===== src/rtl/rv_pkg.sv =====
// Shared RV32 register-file types used by the writeback arbiter and its scoreboard.
package rv_pkg;
  localparam int RV_RF_WIDTH   = 5;
  localparam int RV_DATA_WIDTH = 32;

  typedef logic [RV_RF_WIDTH-1:0]   reg_addr_t;
  typedef logic [RV_DATA_WIDTH-1:0] word_t;

  localparam reg_addr_t REG_ZERO = '0;
endpackage


===== src/rtl/rf_wb_arbiter_if.sv =====
// Bundle of the writeback, M-unit, decode and register-file write-port signals
// around the write-port arbiter; master drives requests, slave is the arbiter.
interface rf_wb_arbiter_if
  import rv_pkg::*;
#(
  parameter int RF_WIDTH   = RV_RF_WIDTH,
  parameter int DATA_WIDTH = RV_DATA_WIDTH
) ();
  logic                  pipe_we;
  logic [RF_WIDTH-1:0]   pipe_rd;
  logic [DATA_WIDTH-1:0] pipe_wdata;
  logic                  wb_stall;

  logic                  md_issue;
  logic [RF_WIDTH-1:0]   md_issue_rd;
  logic                  md_valid;
  logic [RF_WIDTH-1:0]   md_rd;
  logic [DATA_WIDTH-1:0] md_wdata;
  logic                  md_ready;

  logic [RF_WIDTH-1:0]   dec_rs1;
  logic [RF_WIDTH-1:0]   dec_rs2;
  logic [RF_WIDTH-1:0]   dec_rd;
  logic                  dec_stall;

  logic                  rf_we;
  logic [RF_WIDTH-1:0]   rf_addr;
  logic [DATA_WIDTH-1:0] rf_wdata;

  modport master (
    output pipe_we, pipe_rd, pipe_wdata,
    output md_issue, md_issue_rd, md_valid, md_rd, md_wdata,
    output dec_rs1, dec_rs2, dec_rd,
    input  wb_stall, md_ready, dec_stall,
    input  rf_we, rf_addr, rf_wdata
  );

  modport slave (
    input  pipe_we, pipe_rd, pipe_wdata,
    input  md_issue, md_issue_rd, md_valid, md_rd, md_wdata,
    input  dec_rs1, dec_rs2, dec_rd,
    output wb_stall, md_ready, dec_stall,
    output rf_we, rf_addr, rf_wdata
  );
endinterface


===== src/rtl/rf_scoreboard.sv =====
// Pending-destination scoreboard for in-flight M-unit results; one bit per
// architectural register, x0 never tracked, three read ports ORed into a hazard.
module rf_scoreboard
  import rv_pkg::*;
#(
  parameter int RF_WIDTH = RV_RF_WIDTH
) (
  input  logic                clk,
  input  logic                rst,
  input  logic                set_en,
  input  logic [RF_WIDTH-1:0] set_addr,
  input  logic                clr_en,
  input  logic [RF_WIDTH-1:0] clr_addr,
  input  logic [RF_WIDTH-1:0] rs1,
  input  logic [RF_WIDTH-1:0] rs2,
  input  logic [RF_WIDTH-1:0] rd,
  output logic                hazard
);
  localparam int NREG = 2 ** RF_WIDTH;
  localparam logic [RF_WIDTH-1:0] RZ = RF_WIDTH'(REG_ZERO);

  logic [NREG-1:0] pending;
  logic [NREG-1:0] pending_nxt;

  // Clear first so a same-cycle re-issue to the draining register stays pending.
  always_comb begin
    pending_nxt = pending;
    if (clr_en) pending_nxt[clr_addr] = 1'b0;
    if (set_en && set_addr != RZ) pending_nxt[set_addr] = 1'b1;
    pending_nxt[0] = 1'b0;
  end

  always_ff @(posedge clk) begin
    if (rst) pending <= '0;
    else     pending <= pending_nxt;
  end

  assign hazard = (pending[rs1] && rs1 != RZ) ||
                  (pending[rs2] && rs2 != RZ) ||
                  (pending[rd]  && rd  != RZ);
endmodule


===== src/rtl/rf_wb_arbiter.sv =====
// Shares the register-file write port between pipeline writeback and a one-entry
// M-unit result buffer, with a starvation limit that briefly stalls writeback.
module rf_wb_arbiter
  import rv_pkg::*;
#(
  parameter int RF_WIDTH     = RV_RF_WIDTH,
  parameter int DATA_WIDTH   = RV_DATA_WIDTH,
  parameter int STARVE_LIMIT = 4
) (
  input logic            clk,
  input logic            rst,
  rf_wb_arbiter_if.slave bus
);
  localparam int SW = $clog2(STARVE_LIMIT + 1);
  localparam logic [SW-1:0]       STARVE_MAX = SW'(STARVE_LIMIT);
  localparam logic [RF_WIDTH-1:0] RZ         = RF_WIDTH'(REG_ZERO);

  logic                  hold_valid;
  logic [RF_WIDTH-1:0]   hold_rd;
  logic [DATA_WIDTH-1:0] hold_data;
  logic [SW-1:0]         starve_cnt;

  logic pipe_wr;
  logic starved;
  logic buf_grant;
  logic md_accept;
  logic hazard;

  assign pipe_wr   = bus.pipe_we && (bus.pipe_rd != RZ);
  assign starved   = (starve_cnt == STARVE_MAX);
  // Gated by rst so a buffered result is dropped rather than written during reset.
  assign buf_grant = !rst && hold_valid && (!pipe_wr || starved);
  assign md_accept = bus.md_valid && !hold_valid;

  assign bus.md_ready  = !hold_valid;
  assign bus.wb_stall  = !rst && hold_valid && starved && pipe_wr;
  assign bus.rf_we     = buf_grant ? (hold_rd != RZ) : pipe_wr;
  assign bus.rf_addr   = buf_grant ? hold_rd   : bus.pipe_rd;
  assign bus.rf_wdata  = buf_grant ? hold_data : bus.pipe_wdata;
  assign bus.dec_stall = !rst && hazard;

  always_ff @(posedge clk) begin
    if (rst) begin
      hold_valid <= 1'b0;
      starve_cnt <= '0;
    end else begin
      if (buf_grant)      hold_valid <= 1'b0;
      else if (md_accept) hold_valid <= 1'b1;

      if (!hold_valid || buf_grant) starve_cnt <= '0;
      else if (!starved)            starve_cnt <= starve_cnt + 1'b1;
    end
  end

  always_ff @(posedge clk) begin
    if (md_accept) begin
      hold_rd   <= bus.md_rd;
      hold_data <= bus.md_wdata;
    end
  end

  rf_scoreboard #(
    .RF_WIDTH (RF_WIDTH)
  ) u_sb (
    .clk      (clk),
    .rst      (rst),
    .set_en   (bus.md_issue),
    .set_addr (bus.md_issue_rd),
    .clr_en   (buf_grant),
    .clr_addr (hold_rd),
    .rs1      (bus.dec_rs1),
    .rs2      (bus.dec_rs2),
    .rd       (bus.dec_rd),
    .hazard   (hazard)
  );
endmodule


===== src/flat_wrapper.sv =====
// flat-port wrapper written by rule: the top's interface ports become plain ports
module rf_wb_arbiter_flat import rv_pkg::*;
#(
  parameter int RF_WIDTH     = RV_RF_WIDTH,
  parameter int DATA_WIDTH   = RV_DATA_WIDTH,
  parameter int STARVE_LIMIT = 4
)
  (clk, rst, bus_pipe_we, bus_pipe_rd, bus_pipe_wdata, bus_md_issue, bus_md_issue_rd, bus_md_valid, bus_md_rd, bus_md_wdata, bus_dec_rs1, bus_dec_rs2, bus_dec_rd, bus_wb_stall, bus_md_ready, bus_dec_stall, bus_rf_we, bus_rf_addr, bus_rf_wdata);
  rf_wb_arbiter_if #(.RF_WIDTH(RF_WIDTH), .DATA_WIDTH(DATA_WIDTH)) bus_i ();
  input logic clk;
  input logic rst;
  input wire logic [$bits(bus_i.pipe_we)-1:0] bus_pipe_we;
  input wire logic [$bits(bus_i.pipe_rd)-1:0] bus_pipe_rd;
  input wire logic [$bits(bus_i.pipe_wdata)-1:0] bus_pipe_wdata;
  input wire logic [$bits(bus_i.md_issue)-1:0] bus_md_issue;
  input wire logic [$bits(bus_i.md_issue_rd)-1:0] bus_md_issue_rd;
  input wire logic [$bits(bus_i.md_valid)-1:0] bus_md_valid;
  input wire logic [$bits(bus_i.md_rd)-1:0] bus_md_rd;
  input wire logic [$bits(bus_i.md_wdata)-1:0] bus_md_wdata;
  input wire logic [$bits(bus_i.dec_rs1)-1:0] bus_dec_rs1;
  input wire logic [$bits(bus_i.dec_rs2)-1:0] bus_dec_rs2;
  input wire logic [$bits(bus_i.dec_rd)-1:0] bus_dec_rd;
  output wire logic [$bits(bus_i.wb_stall)-1:0] bus_wb_stall;
  output wire logic [$bits(bus_i.md_ready)-1:0] bus_md_ready;
  output wire logic [$bits(bus_i.dec_stall)-1:0] bus_dec_stall;
  output wire logic [$bits(bus_i.rf_we)-1:0] bus_rf_we;
  output wire logic [$bits(bus_i.rf_addr)-1:0] bus_rf_addr;
  output wire logic [$bits(bus_i.rf_wdata)-1:0] bus_rf_wdata;
  assign bus_i.pipe_we = bus_pipe_we;
  assign bus_i.pipe_rd = bus_pipe_rd;
  assign bus_i.pipe_wdata = bus_pipe_wdata;
  assign bus_i.md_issue = bus_md_issue;
  assign bus_i.md_issue_rd = bus_md_issue_rd;
  assign bus_i.md_valid = bus_md_valid;
  assign bus_i.md_rd = bus_md_rd;
  assign bus_i.md_wdata = bus_md_wdata;
  assign bus_i.dec_rs1 = bus_dec_rs1;
  assign bus_i.dec_rs2 = bus_dec_rs2;
  assign bus_i.dec_rd = bus_dec_rd;
  assign bus_wb_stall = bus_i.wb_stall;
  assign bus_md_ready = bus_i.md_ready;
  assign bus_dec_stall = bus_i.dec_stall;
  assign bus_rf_we = bus_i.rf_we;
  assign bus_rf_addr = bus_i.rf_addr;
  assign bus_rf_wdata = bus_i.rf_wdata;
  rf_wb_arbiter #(.RF_WIDTH(RF_WIDTH), .DATA_WIDTH(DATA_WIDTH), .STARVE_LIMIT(STARVE_LIMIT)) u_core (.clk(clk), .rst(rst), .bus(bus_i));
endmodule

===== config.mk =====
export PLATFORM = sky130hd
export DESIGN_NAME = rf_wb_arbiter_flat
export DESIGN_NICKNAME = d
export VERILOG_FILES = /design/src/rtl/rv_pkg.sv /design/src/rtl/rf_wb_arbiter_if.sv /design/src/rtl/rf_scoreboard.sv /design/src/rtl/rf_wb_arbiter.sv /design/src/flat_wrapper.sv
export SDC_FILE = /design/constraint.sdc
export NUM_CORES = 1
export LEC_CHECK = 0
export ABC_CLOCK_PERIOD_IN_PS = 7400
export CAP_MARGIN = 20
export CORE_MARGIN = 5
export CORE_UTILIZATION = 30
export DETAILED_ROUTE_END_ITERATION = 10
export DONT_BUFFER_PORTS = 1
export HOLD_SLACK_MARGIN = 0.1
export PLACE_DENSITY = 0.48
export RECOVER_POWER = 100
export SLEW_MARGIN = 40
export SYNTH_ARGS = -nofsm -noshare
export SYNTH_HDL_FRONTEND = slang
export SYNTH_SLANG_ARGS = --single-unit
export TNS_END_PERCENT = 50

===== constraint.sdc =====
create_clock -name clk -period 7.4 [get_ports clk]
set_input_delay 0.74 -clock clk [delete_from_list [all_inputs] [get_ports clk]]
set_output_delay 0.74 -clock clk [all_outputs]
set_load 0.01 [all_outputs]

# Word-level counts from Yosys, hierarchy flattened

Index checks and enable logic that the tools add are counted.

Output and inout port bits: 41
Logic and storage cells: 61
Bits in registers: 73

Equality and inequality tests: 1
Mux-type cells: 15
$add $sub $neg: 1
Bitwise gates (word level): 3
$lt $le $gt $ge: 7
Reductions and logical operators: 28

Operator list:

| cell                                                                   | number |
|---|---|
| 32-bit two-way mux                                                     | 3 |
| 32-bit bitwise AND                                                     | 1 |
| 32-bit NOT                                                             | 1 |
| 32-bit bitwise OR                                                      | 1 |
| 5-bit by 6-bit < comparator with 1-bit output (second input constant)  | 5 |
| 5-bit nonzero test                                                     | 6 |
| 1-bit binary-select mux with 5-bit select                              | 3 |
| 1-bit logical AND                                                      | 13 |
| 1-bit demux with 5-bit select                                          | 2 |
| 5-bit by 1-bit >= comparator with 1-bit output (second input constant) | 2 |
| 1-bit two-way mux                                                      | 6 |
| 5-bit two-way mux                                                      | 1 |
| 1-bit logical OR                                                       | 4 |
| 2-bit OR reduction                                                     | 2 |
| 3-bit by 1-bit adder with 3-bit output (second input constant)         | 1 |
| 3-bit == test (second input constant)                                  | 1 |
| 1-bit zero test                                                        | 3 |

# Logic depth before layout (Yosys ltp)

Gate-level depths: netlist of run 1.

Depth in word-level cells: 9
Depth in mapped cells: 8
Gate-level depth less buffers: 7

# Hierarchy

Synthesis of run 1 repeated with hierarchy kept, for this count alone.

Cell total of the unflattened synthesis: 354
Area, all modules: 4038.9 µm²

By module, submodules not included:

| module        | area an instance (µm²) | seq. area each (µm²) | cells each | times used |
|---|---|---|---|---|
| rf_scoreboard | 2125.8                 | 620.6                | 243        | 1 |
| rf_wb_arbiter | 1913.1                 | 1191.1               | 111        | 1 |

# Least setup slack after synthesis of run 1

Ideal clock, no wire load.

Path kind: input -> output
Start: in bus_dec_rs2[1]
End: out bus_dec_stall
Arrival time: 2208 ps
Stages on the path: 5
Required time: 6660 ps
Path slack: 4452 ps
Buffers on the path: 1
Path through: clkbuf_1 > mux4_2 > mux2_2 > a311oi_1 > a41oi_1

Cells in the longest elaborated chain, start to end: 6
Elaborated cells on any way between the ends: 7
Those cells by class: mux: 2; reduce/logical: 5

Ends and longest elaborated chain:

| item                                      | RTL line            | RTL |
|---|---|---|
| start: declaration                        | flat_wrapper.sv:21  | `input wire logic [$bits(bus_i.dec_rs2)-1:0] bus_dec_rs2;` |
| 1-bit binary-select mux with 5-bit select | rf_scoreboard.sv:39 | `(pending[rs2] && rs2 != RZ) \|\|` |
| 1-bit two-way mux (not written as such)   | rf_scoreboard.sv:39 |  |
| 1-bit logical AND (*)                     | rf_scoreboard.sv:39 |  |
| 1-bit logical OR (*)                      | rf_scoreboard.sv:38 | `assign hazard = (pending[rs1] && rs1 != RZ) \|\|` |
| 1-bit logical OR (*)                      | rf_scoreboard.sv:39 |  |
| 1-bit logical AND (*)                     | rf_wb_arbiter.sv:40 | `assign bus.dec_stall = !rst && hazard;` |
| end: declaration                          | flat_wrapper.sv:25  | `output wire logic [$bits(bus_i.dec_stall)-1:0] bus_dec_stall;` |

Every way passes the cells marked *; elsewhere a longest branch is shown, timed or not. The select of a mux whose other input is x is not followed.

# Worst setup path in the final report of run 1

Start: in bus_pipe_rd[1]
End: out bus_rf_wdata[10]

Cells in the longest elaborated chain, start to end: 6

Ends and longest elaborated chain:

| item               | RTL line            | RTL |
|---|---|---|
| start: declaration | flat_wrapper.sv:13  | `input wire logic [$bits(bus_i.pipe_rd)-1:0] bus_pipe_rd;` |
| 5-bit nonzero test | rf_wb_arbiter.sv:29 | `assign pipe_wr = bus.pipe_we && (bus.pipe_rd != RZ);` |
| 1-bit logical AND  | rf_wb_arbiter.sv:29 |  |
| 1-bit zero test    | rf_wb_arbiter.sv:32 | `assign buf_grant = !rst && hold_valid && (!pipe_wr \|\| starved);` |
| 1-bit logical OR   | rf_wb_arbiter.sv:32 |  |
| 1-bit logical AND  | rf_wb_arbiter.sv:32 |  |
| 32-bit two-way mux | rf_wb_arbiter.sv:39 | `assign bus.rf_wdata = buf_grant ? hold_data : bus.pipe_wdata;` |
| end: declaration   | flat_wrapper.sv:28  | `output wire logic [$bits(bus_i.rf_wdata)-1:0] bus_rf_wdata;` |

No other way between the ends.

==> results of run 1 <==
-- logic make-up (layout without fill, tap and decap cells) --
family / count (synthesis) / after routing
simple gates: 95 / 95
compound gates: 77 / 77
mux: 72 / 72
flops: 72 / 72
buf+inv: 23 / 23
fa+ha+maj: 2 / 2
xor+xnor: 1 / 1
other cells: 0 / 1
-- power by group --
group          internal, mW  switching [mW]  total, mW
sequential            0.438         0.00888      0.447
combinational        0.0269          0.0381     0.0650
clock                 0.299           0.177      0.476
total                 0.764           0.224      0.988
-- flip-flops by register name, summed over array words and instances, names as in the netlist --
name                 count
u_core.hold_rd           5
u_core.starve_cnt        3
u_core.hold_data        32
u_core.hold_valid        1
u_core.u_sb.pending     31
-- metal layers --
layer | track usage [%] | wire, um
met4 | 5.43 | 213
met1 | 19.0 | 5040
met2 | 21.2 | 5100
met3 | 5.76 | 1280
met5 | 0 | 18
-- how the worst min path moves through the flow --
stage                               from              endpoint  slack (ns)
global placement    u_core.starve_cnt[0]  u_core.starve_cnt[0]        0.43
floorplan           u_core.starve_cnt[0]  u_core.starve_cnt[0]        0.42
CTS                 u_core.starve_cnt[0]  u_core.starve_cnt[0]        0.46
detailed placement  u_core.starve_cnt[0]  u_core.starve_cnt[0]        0.45
finish              u_core.starve_cnt[0]  u_core.starve_cnt[0]        0.45
global route        u_core.starve_cnt[0]  u_core.starve_cnt[0]        0.48
-- cell usage in the layout, fill, tap and decap left out, types with 6 or more instances in the layout --
cell       instances
nor2_1            12
o21ai_0           63
nor2b_1           39
nand2b_1           6
dfxtp_1           35
inv_1              6
mux2_1            36
clkbuf_16          9
nand3_1            6
edfxtp_1          37
mux2i_1           12
mux4_2            14
nand2_1           11
-- area by class of cell --
cell class / count / area share (%)
repair buffers: 1 / 0.0849
well taps: 176 / 4.98
diodes: 1 / 0.0566
inverters: 6 / 0.509
flip-flops and latches: 72 / 41.0
multi-input cells: 247 / 46.0
clock inverters: 7 / 2.35
clock buffers: 9 / 5.09
-- through the flow --
step	hold WS [ns]	setup slack (ns)	utilization [%]	cell area [um^2]	cells
floorplan	0.417	4.45	-	4100	342
global placement	0.430	4.04	31.8	4220	501
detailed placement	0.449	4.00	32.0	4250	502
CTS	0.457	3.99	34.5	4580	518
global route	0.481	2.66	33.3	4420	519
finish	0.454	2.96	33.3	4420	519
==> metrics.cfg, run 1 <==
[routing]
dr.pass1.iters=6
routed_via_density=5.43
vias=2818
drc=0
wl_per_cell_um=22.4
routed_wirelength_um=11700
drt-initial-drc-count=222
antenna_left=0

[cts]
post_cts_buffers=0
cts_tree=built
cts_root_buffer=clkbuf_16
cts_hold_buf=0
cts_buffers=9
cts.htree.levels=3
clock_latency_ns=0.33
cts_buffer_depth=2
clkTransAtPathRegs_ns=0.06
cts_sinks=72
ctsResizeCount=0

[final_layout]
drive_above_1_share_pct=10.8
fillerInstances=1366
multi_input_area_um2=2030
area_delta_synth_final_pct=7.91
fin_nets=438
ff_latch_area_um2=1810

[power_and_ir_drop]
power.total_mw=0.988
powerDensity_nw_per_um2=223
ir_worst_vdd_uv=122
p_leak_nw=1.47

[setup_path]
worstRegToRegCells=2
cp_data_required_time_ns=6.66
worst-path-max-fanout=37
crit_cells=4
worst-path-buf-inv=0
cp-endpoint=bus_rf_wdata[10]
r2r-end=u_core.hold_data[18]
path_cells=or4_1 > o211ai_1 > nand2_1 > mux2_1
critical_path.top_delay_family=simple AND/OR/NAND/NOR gates
reg2reg_slack_ns=4.65
critPathLaunch=bus_pipe_rd[1]
cp-end-kind=output pin
crit_path_max_incr_delay_ns=1.07
setup.worst_path.class=primary input to output pin
arrival_ns=3.70
worst_path_max_delay_cell=nand2_1
start_kind=primary input
reg2reg_from=u_core.hold_valid

[yosys]
yosys.area.top_type=edfxtp_1
synth_compound_area_share_pct=10.4
synthXorXnorAreaFrac_pct=0.214
syn-num-nets=443
yosys-top-cells-area=edfxtp_1, dfxtp_1, mux2_4
synth_cell_types=43
post_synth.cell_area_avg_um2=12.0
yosys.cell_count.top_type=o21ai_0
synth_top_family_by_area=multiplexers
synth_common_cells=o21ai_0, nor2b_1, edfxtp_1, dfxtp_1, mux2_4
synthAdderAreaFrac_pct=0.611
synth-edff-count=37
synthMuxAreaShare_pct=27.8
synthFlopType=edfxtp_1
synth-simple-area-share_pct=13.6
ys_warn_count=0
synthCells=342
synth_top_area_share_pct=27.1
synth-seq-area-share_pct=44.2
synthArstFlopShare_pct=0
synth_area_um2=4100
ys_seq_elements=72

[global_routing]
overflow=0
grt_pass1_wl_um=17500
grt_usage_pct=14.4
grt_pass1_vias=2930
antenna_found_initial=2
grt_max_degree=40

[min_path]
min_path_cells=1
hp-class=register to register

[sta]
hold_viol_final=0
max_slew_margin_pct=-1.20
worst_pin_slew_ns=1.51
min_period_over_period_pct=60.1
setup_tns_ns=0
max_freq_mhz=225
fin_skew_ns=0.00446
setup_viol=0
rsz0062_at_grt=false
slew_violations=38
period_needed_ns=4.44

[floorplanning]
fp.dieArea_um2=16100
fp-row-count=42
fp.dieW_um=127
io_pins=140
core_area_um2=13300
die_y_um=127
start_util_pct=30.8

[outcome]
status=complete, but fails checks
violations=max-capacitance violations, max-slew violations

[run]
drv_cap=1

[place]
gp_congestion=0.823
port_buffers=0
dp_hpwl_um=8890

Note: power is estimated with default switching activity, not from simulation.
==> run 2, diff against run 1 <==
- ABC_CLOCK_PERIOD_IN_PS: 7400 -> 3800
- PLACE_DENSITY: 0.48 -> 0.49
- clock period: 7.4 -> 3.8 ns (I/O delays scaled with it)
==> run 2 against run 1 <==
The run now ends clean. Non-clock buffer count up 1. Sequential power increased by 95%. Worst hold slack worse by 0.31 ns. Critical endpoint is now bus_rf_wdata[1]. Largest cell class unchanged. Highest routed layer is now met4.
==> metrics.cfg, run 2 (same netlist as run 1, synthesis figures left out) <==
[cts]
cts_buffer_depth=2
cts_root_buffer=clkbuf_16
cts_buffers=9
cts_tree=built
ctsResizeCount=0
cts_sinks=72
cts_hold_buf=0
post_cts_buffers=0
clock_latency_ns=0.33
clkTransAtPathRegs_ns=0.05
cts.htree.levels=3

[routing]
wl_per_cell_um=21.7
dr.pass1.iters=4
vias=2806
routed_wirelength_um=11300
routed_via_density=5.40
drc=0
antenna_left=0
drt-initial-drc-count=233

[floorplanning]
die_y_um=127
start_util_pct=30.8
fp-row-count=42
fp.dieArea_um2=16100
core_area_um2=13300
fp.dieW_um=127
io_pins=140

[final_layout]
area_delta_synth_final_pct=8.33
largest_register=u_core.hold_data
layout_common_cells=o21ai_0, nor2b_1, edfxtp_1, mux2_1, dfxtp_1
final_common_cell=o21ai_0
final_cell_area_um2=4440
fin_nets=439
drive_above_1_share_pct=10.5
fin_util_pct=33.4
largest_register_ffs=32
top_regs=u_core.hold_data: 32 flops, u_core.u_sb.pending: 31 flops, u_core.hold_rd: 5 flops

[sta]
max_slew_margin_pct=38.2
max_freq_mhz=333
hold_viol_final=0
setup_tns_ns=0
slew_violations=0
min_period_over_period_pct=79.1
rsz0062_at_grt=false
setup_viol=0
period_needed_ns=3.01
worst_pin_slew_ns=0.927
fin_skew_ns=0.00423

[place]
dp_hpwl_um=8740
gp_congestion=0.850
port_buffers=0
placedInstanceArea_um2=4270

[min_path]
hp-class=primary input to register

[global_routing]
grt-busiest-layer=met2
antenna_found_initial=1
grt_usage_pct=14.1
grt_pass1_wl_um=17300
overflow=0
use_met3_pct=6.64
globalRouteMet1Util_pct=18.4
grtUsageMet2_pct=20.6
grt_pass1_vias=2974
grt_max_degree=40

[setup_path]
start_kind=primary input
cp-end-kind=output pin
cp_data_required_time_ns=3.42
setup.worst_path.class=primary input to output pin
worst-path-max-fanout=37
reg2reg_slack_ns=1.12
arrival_ns=2.63

[power_and_ir_drop]
power.total_mw=1.95
ir_worst_vdd_uv=293
powerDensity_nw_per_um2=438
p_leak_nw=1.48

[outcome]
status=finished, final reports clean

[run]
drv_cap=0

run 2: changes by cell type in the layout (fill, tap and decap cells not counted), sizes merged:
| cell | before | now |
|---|---|---|
| clkinvlp | 0 | 1 |
| inv | 8 | 6 |
| bufinv | 2 | 3 |
| clkbuf | 10 | 11 |
run 2: path summary, 6_finish.rpt:
kind,from,end,cells past startpoint
max,bus_pipe_rd[1],bus_rf_wdata[1],4
min reg2reg,u_core.starve_cnt[0],u_core.starve_cnt[0],1
max reg2reg,u_core.hold_valid,u_core.hold_data[29],3
min,rst,u_core.hold_valid,1
run 2: routing by layer:
metal / part of all wire [%] / up-vias / wire length [um]
met5: 0 / - / 0
met3: 12 / 12 / 1360
met4: 1.4 / 0 / 159
li1: - / 1297 / -
met1: 44 / 1340 / 4940
met2: 43 / 157 / 4830
run 2: area by class of cell:
| class | instances | area [um^2] |
|---|---|---|
| multi-input cells | 247 | 2040 |
| inverters | 6 | 22.5 |
| well taps | 176 | 220 |
| clock buffers | 9 | 225 |
| diodes | 1 | 2.50 |
| flip-flops and latches | 72 | 1810 |
| fillers | 1343 | 8850 |
| clock inverters | 7 | 110 |
| repair buffers | 2 | 7.51 |
run 2: where the power goes:
part	switching [mW]	total (mW)	leakage [nW]	internal, mW
clock network	0.314	0.949	0.161	0.635
logic	0.0742	0.127	0.678	0.0525
registers	0.0163	0.870	0.637	0.853
run 2: worst max-delay path, stage by stage:
cell	delay (ns)
or4_1	0.54
o211ai_1	0.68
nand2_4	0.50
mux2_1	0.52
run 2: through the flow:
step	setup slack (ns)	instances	hold slack, ns
4_1_cts	0.951	519	0.112
3_3_place_gp	1.18	501	0.432
3_5_place_dp	1.12	503	0.465
5_1_grt	0.645	519	0.119
6_report	0.793	520	0.141
2_1_floorplan	1.32	342	0.417
